## config.mk

```make
export PLATFORM = sky130hd
export DESIGN_NAME = alu_nibble_sequencer
export DESIGN_NICKNAME = d
export VERILOG_FILES = /design/src/rtl/alu_seq_pkg.sv /design/src/rtl/alu_nibble_sequencer.sv
export SDC_FILE = /design/constraint.sdc
export NUM_CORES = 1
export LEC_CHECK = 0
export ABC_AREA = 1
export CELL_PAD_IN_SITES_DETAIL_PLACEMENT = 2
export CELL_PAD_IN_SITES_GLOBAL_PLACEMENT = 2
export CORE_ASPECT_RATIO = 2
export CORE_MARGIN = 8
export CORE_UTILIZATION = 30
export CTS_BUF_LIST = sky130_fd_sc_hd__clkbuf_8
export CTS_CLUSTER_SIZE = 20
export DETAILED_ROUTE_END_ITERATION = 16
export PLACE_DENSITY = 0.85
export SLEW_MARGIN = 5
export SYNTH_ARGS = -nofsm -noshare
export SYNTH_HDL_FRONTEND = slang
export SYNTH_SLANG_ARGS = --single-unit
```

## constraint.sdc

```tcl
create_clock -name clk -period 3.1 [get_ports clk]
set_input_delay 0.62 -clock clk [delete_from_list [all_inputs] [get_ports clk]]
set_output_delay 0.62 -clock clk [all_outputs]
set_load 0.02 [all_outputs]
```

## src/rtl/alu_seq_pkg.sv

```systemverilog
// Shared state encoding and select classification for the nibble-serial ALU sequencer.
package alu_seq_pkg;

   typedef enum logic [1:0] {
      IDLE = 2'd0,
      RUN  = 2'd1,
      DONE = 2'd2
   } state_t;

   // The "-1" rows of the slice: their carry-out flags a borrow, so the chain uses its inverse.
   localparam logic [3:0] OP_MINUS_ONE   = 4'b0011;
   localparam logic [3:0] OP_A_MINUS_B   = 4'b0110;
   localparam logic [3:0] OP_ANB_MINUS_1 = 4'b0111;
   localparam logic [3:0] OP_AB_MINUS_1  = 4'b1011;
   localparam logic [3:0] OP_A_MINUS_1   = 4'b1111;

   function automatic logic is_borrow_op(input logic [3:0] s);
      return (s == OP_MINUS_ONE)   || (s == OP_A_MINUS_B) ||
             (s == OP_ANB_MINUS_1) || (s == OP_AB_MINUS_1) ||
             (s == OP_A_MINUS_1);
   endfunction

endpackage

```

## src/rtl/alu_nibble_sequencer.sv

```systemverilog
// Chains a 4-bit ALU slice over WIDTH bits, one nibble per cycle; result NIBBLES cycles after accept,
// held until out_ready, no new request taken until DONE drains. ALU_SEQ_FLAGS_EN adds out_zero/out_sign.
module alu_nibble_sequencer
   import alu_seq_pkg::*;
#(
   parameter int WIDTH = 16
) (
   input  logic             clk,
   input  logic             rst_n,
   input  logic             in_valid,
   output logic             in_ready,
   input  logic [WIDTH-1:0] in_a,
   input  logic [WIDTH-1:0] in_b,
   input  logic [3:0]       in_s,
   input  logic             in_cn,
   output logic             out_valid,
   input  logic             out_ready,
   output logic [WIDTH-1:0] out_f,
   output logic             out_cout,
`ifdef ALU_SEQ_FLAGS_EN
   output logic             out_zero,
   output logic             out_sign,
`endif
   output logic [3:0]       alu_a,
   output logic [3:0]       alu_b,
   output logic [3:0]       alu_s,
   output logic             alu_cn,
   input  logic [3:0]       alu_f,
   input  logic             alu_cn4
);

   localparam int NIBBLES = WIDTH / 4;
   localparam int CW      = (NIBBLES > 1) ? $clog2(NIBBLES) : 1;

   state_t           state_q, state_d;
   logic [WIDTH-1:0] a_q, a_d;
   logic [WIDTH-1:0] b_q, b_d;
   logic [WIDTH-1:0] res_q, res_d;
   logic [3:0]       s_q, s_d;
   logic             carry_q, carry_d;
   logic             cout_q, cout_d;
   logic [CW-1:0]    cnt_q, cnt_d;
`ifdef ALU_SEQ_FLAGS_EN
   logic             zero_q, zero_d;
   logic             sign_q, sign_d;
`endif

   always_comb begin
      state_d = state_q;
      a_d     = a_q;
      b_d     = b_q;
      res_d   = res_q;
      s_d     = s_q;
      carry_d = carry_q;
      cout_d  = cout_q;
      cnt_d   = cnt_q;
`ifdef ALU_SEQ_FLAGS_EN
      zero_d  = zero_q;
      sign_d  = sign_q;
`endif
      case (state_q)
         IDLE: begin
            if (in_valid) begin
               state_d = RUN;
               a_d     = in_a;
               b_d     = in_b;
               s_d     = in_s;
               carry_d = in_cn;
               cnt_d   = '0;
            end
         end
         RUN: begin
            res_d  = (res_q >> 4) | (WIDTH'(alu_f) << (WIDTH - 4));
            cout_d = alu_cn4;
            cnt_d  = cnt_q + CW'(1);
            if (cnt_q == CW'(NIBBLES - 1)) begin
               // Operand and carry regs are left alone on the last nibble so alu_* hold.
               state_d = DONE;
`ifdef ALU_SEQ_FLAGS_EN
               zero_d  = (res_d == '0);
               sign_d  = res_d[WIDTH-1];
`endif
            end else begin
               a_d     = a_q >> 4;
               b_d     = b_q >> 4;
               carry_d = is_borrow_op(s_q) ? ~alu_cn4 : alu_cn4;
            end
         end
         DONE: begin
            if (out_ready) state_d = IDLE;
         end
         default: state_d = IDLE;
      endcase
   end

   always_ff @(posedge clk or negedge rst_n) begin
      if (!rst_n) begin
         state_q <= IDLE;
         a_q     <= '0;
         b_q     <= '0;
         res_q   <= '0;
         s_q     <= '0;
         carry_q <= 1'b0;
         cout_q  <= 1'b0;
         cnt_q   <= '0;
`ifdef ALU_SEQ_FLAGS_EN
         zero_q  <= 1'b0;
         sign_q  <= 1'b0;
`endif
      end else begin
         state_q <= state_d;
         a_q     <= a_d;
         b_q     <= b_d;
         res_q   <= res_d;
         s_q     <= s_d;
         carry_q <= carry_d;
         cout_q  <= cout_d;
         cnt_q   <= cnt_d;
`ifdef ALU_SEQ_FLAGS_EN
         zero_q  <= zero_d;
         sign_q  <= sign_d;
`endif
      end
   end

   assign in_ready  = (state_q == IDLE);
   assign out_valid = (state_q == DONE);
   assign out_f     = res_q;
   assign out_cout  = cout_q;
`ifdef ALU_SEQ_FLAGS_EN
   assign out_zero  = zero_q;
   assign out_sign  = sign_q;
`endif
   assign alu_a     = a_q[3:0];
   assign alu_b     = b_q[3:0];
   assign alu_s     = s_q;
   assign alu_cn    = carry_q;

endmodule

```

== Yosys cells after proc, flatten, opt, wreduce, memory -nomap -nowiden ==
Index checks and enable logic that the tools add are counted.
Widths: inputs -> output; s select.

* Equality and inequality tests: 12
* $add $sub $neg: 1
* Bitwise operators: 2
* Mux-type cells: 16
* Reduce and logical (&&, ||, !) cells: 10

{| class="wikitable"
|+ Operator list
! kind !! number
|-
| $mux 16 || 4
|-
| $pmux 16 s2 || 2
|-
| $or 12x16->16 || 1
|-
| $eq 4x3->1 const B || 2
|-
| $eq 4x4->1 const B || 2
|-
| $mux 2 || 4
|-
| $ne 2x2->1 const B || 3
|-
| $pmux 2 s3 || 1
|-
| $reduce_and 3->1 || 2
|-
| $eq 2x2->1 const B || 2
|-
| $eq 4x2->1 const B || 1
|-
| $logic_or 1x1->1 || 4
|-
| $pmux 2 s2 || 1
|-
| $reduce_and 2->1 || 2
|-
| $mux 1 || 3
|-
| $add 2x1->2 const B || 1
|-
| $eq 2x1->1 const B || 1
|-
| $logic_not 2->1 || 1
|-
| $ne 2x1->1 const B || 1
|-
| $pmux 1 s2 || 1
|-
| $reduce_bool 2->1 || 1
|-
| $not 1->1 || 1
|}

* Output and inout bits: 32
* Flip-flop bits (word level): 58
* Logic and storage cells: 49

== Depth between registers and ports, before layout ==
* Depth in word-level cells: 8
* Gate-level depth with buffers: 8
* Depth with buffers taken out: 8

== Worst setup path before layout ==
Ideal clock, no wire load.

* Path kind: input to register
* Start point: input in_valid
* End point: register a_q[10]
* Slack: 1.691 ns
* Arrival: 1.283 ns
* Data required time: 2.973 ns
* Cell stages on the path: 6
* Library setup time: 0.127 ns
* Path through: buf_2 -> nand2_4 -> o21ai_2 -> buf_4 -> o211ai_1 -> o21ai_1

* Word-level cells in the longest chain between the ends: 2

{| class="wikitable"
|+ Ends and longest elaborated chain
! what !! line !! RTL
|-
| start: declaration || alu_nibble_sequencer.sv:10 || <nowiki>input logic in_valid,</nowiki>
|-
| $ne 2x2->1 (no line) || - ||
|-
| $reduce_and 3->1 (no line) || - ||
|-
| end signal: assignment || alu_nibble_sequencer.sv:99 || <nowiki>a_q <= '0;</nowiki>
|-
| end signal: assignment || alu_nibble_sequencer.sv:112 || <nowiki>a_q <= a_d;</nowiki>
|-
| end: declaration || alu_nibble_sequencer.sv:36 || <nowiki>logic [WIDTH-1:0] a_q, a_d;</nowiki>
|}

No other way between the ends.
A chain may end at the register's enable or synchronous reset.

== Worst setup path in the final report ==
* Start point: register state_q[0]
* End point: output in_ready

* Word-level cells in the longest chain between the ends: 1

{| class="wikitable"
|+ Ends and longest elaborated chain
! what !! line !! RTL
|-
| start: declaration || alu_nibble_sequencer.sv:35 || <nowiki>state_t state_q, state_d;</nowiki>
|-
| start signal: assignment || alu_nibble_sequencer.sv:111 || <nowiki>state_q <= state_d;</nowiki>
|-
| $logic_not 2->1 || alu_nibble_sequencer.sv:126 || <nowiki>assign in_ready = (state_q == IDLE);</nowiki>
|-
| end: declaration || alu_nibble_sequencer.sv:11 || <nowiki>output logic in_ready,</nowiki>
|}

No other way between the ends.

==> results.txt <==
port buffer count - 77
Setup Viol. Count Final - 0
fill count - 961
Syn Inst Count - 290
peak supply drop - 0.487 mV
commonest non-fill, non-tap cell in the layout - clkdlybuf4s50_1
RR Endpoint - b_q[5]
worst path arrival time - 1760 ps
Pint - 2.36 mW
clk buf depth - 2
clock slew at reported path FFs - 60 ps
element type at the critical path start - flop
Logic pwr share - 51.2%
1st-iter DRT viols - 61
Seq/Total Area, Yosys - 55.8%
pwr dens - 1160 mW/mm2
Post-Route WL - 7.79 mm
R2R cell count - 5
reg2reg start - state_q[1]
Fin. Hold Viols - 0
P_leak - 1.63 nW
Inst Count DP - 447
root buf cell - clkbuf_8
most frequent cells in the layout - 76 x clkdlybuf4s50_1, 68 x nand2_1, 58 x dfrtp_1
Max Freq - 0.420 GHz
Avg Cell Area, Syn - 8.96 um2
max-cap viol count - 0
die width - 81.8 um
DR WL/cell - 16.8 um
TNS Setup - 0 ps
CTS Sinks - 58
hold_ws - 305 ps
register area - 0.00145 mm2
post_cts resized - 0
core outline area - 0.00853 mm2
nets@finish - 405
share of cells above drive strength 1 - 8.26%
Final HPWL DP - 5.73 mm
CP Cell Sequence - nor2_2 -> buf_4 -> clkdlybuf4s50_1
status - complete, no violations
DR vias - 2196
Synth Cell Area - 0.00260 mm2
Cell variety after synth - 22
clock skew - 5.01 ps
CTS tree - done
critical path required time - 2480 ps
Detail Route Antenna Nets - 0
syn nets - 337
non-filler cells, final - 463
hold buffer count at CTS - 0
total track usage - 13.9%
Via-to-Cell Ratio - 4.74
worst-margin pin slew - 1010 ps
DR pass1 iterations - 4
Sw Share - 43.2%
DIE AREA - 0.0121 mm2
Synth Warn # - 0
critical path type - flop to primary output
switching power - 1.80 mW
initial antenna violation count - 0
Period minus WS final - 2380 ps
# IOs - 78
multi-input logic area - 857 um2
Final Slew Violations - 0
DRC viols - 0
htree depth - 3
Worst setup EP type - primary output
CP max FO - 11
initial core utilization - 30.5%
antenna diode count - 0
Worst-Skew Late Latency - 340 ps
Max stage delay on crit path - 630 ps
Core Rows - 48
post-synthesis register bit count - 58
HP Class - input port to async pin
part of the power in registers - 32.2%
Pwr Total - 4.15 mW
global route total overflow - 0
Final Cycle Share - 76.8%
first-pass GRT wire length - 12.8 mm
Worst slew margin - 32.1%
placer congestion estimate - 0.735
Num CTS Buffers - 9
vias in the first global route - 2571
Clk pwr share - 16.7%
# Post-CTS Setup Buffers - 0
Chip Height - 148 um
largest net degree at the start of global routing - 51
Worst R2R Setup Slack - 890 ps
CP max stage cell - clkdlybuf4s50_1
Area growth syn-to-layout - 37.4%
RSZ-0062 raised after global routing - no
==> logic make-up (layout without fill, tap and decap cells) <==
family	Yosys count	in the layout	synth area share, %
and+or+nand+nor	96	96	15.5
AOI/OAI and AO/OA	72	72	15.6
buffers and inverters	61	134	11.7
DFF	58	58	55.8
muxes	2	2	0.867
adders and majority gates	1	1	0.481
==> registers in the layout (all words and copies together), names as in the netlist <==
register,cells
a_q,16
alu_s,4
cnt_q,2
alu_cn,1
state_q,2
out_cout,1
out_f,16
b_q,16
==> synth_stat cells <==
library cell	count	area, um2
buf_4	13	97.6
nand2_2	2	12.5
o21ai_0	19	95.1
o31ai_1	1	7.51
buf_2	8	40.0
a21oi_1	3	15.0
dfrtp_1	58	1450
buf_6	2	22.5
o211ai_1	16	120
nor2_1	9	33.8
nand2_1	68	255
o21ai_1	32	160
o21ai_2	1	8.76
nand3_1	12	60.1
mux2_2	2	22.5
nand2_4	2	22.5
clkbuf_1	1	3.75
inv_1	36	135
nor2_2	2	12.5
ha_1	1	12.5
or2_1	1	6.26
inv_2	1	3.75
==> worst max-delay path by stage <==
stage | from | endpoint | depth (start not counted)
after floorplan | in_valid | a_q[10] | 6
after global placement | in_valid | alu_cn | 6
after detailed placement | in_valid | b_q[8] | 5
after CTS | state_q[0] | in_ready | 3
after global routing | state_q[0] | in_ready | 3
final | state_q[0] | in_ready | 3
==> routing by layer <==
metal | up-vias | routed length [um] | global-route usage (%)
li1 | 1055 | - | -
met1 | 1080 | 2990 | 14.8
met2 | 48 | 4280 | 24.0
met3 | 13 | 306 | 3.16
met4 | 0 | 216 | 7.26
met5 | - | 0 | 0
==> area by class of cell <==
| class | count | share of cell area [%] |
|---|---|---|
| Tap cell | 100 | 3.51 |
| Sequential cell | 58 | 40.7 |
| Inverter | 37 | 3.89 |
| Clock buffer | 14 | 5.40 |
| Clock inverter | 2 | 0.245 |
| Multi-Input combinational cell | 171 | 24.0 |
| Timing Repair Buffer | 81 | 22.3 |
==> power groups by stage <==
stage               sequential (mW)  clock [mW]  combinational, mW
floorplan                      1.47           0               1.34
global placement               1.33           0               2.03
detailed placement             1.36           0               2.14
CTS                            1.35       0.709               2.18
global route                   1.38       0.740               2.37
finish                         1.34       0.692               2.13
==> per-stage QoR <==
| step | instance area, um2 | setup slack [ps] | utilization (%) |
|---|---|---|---|
| floorplan | 2600 | 1690 | - |
| detailed placement | 3370 | 694 | 39.5 |
| CTS | 3570 | 698 | 41.9 |
| global route | 3570 | 674 | 41.9 |
| finish | 3570 | 720 | 41.9 |
| global placement | 3370 | 774 | 39.5 |
==> worst max-delay path, delay by kind of cell (launching register included) <==
family        cells  cell delay (ps)
buf+inv           2              830
flops             1              460
simple gates      1              130
Power figures use the tool's default switching activity.
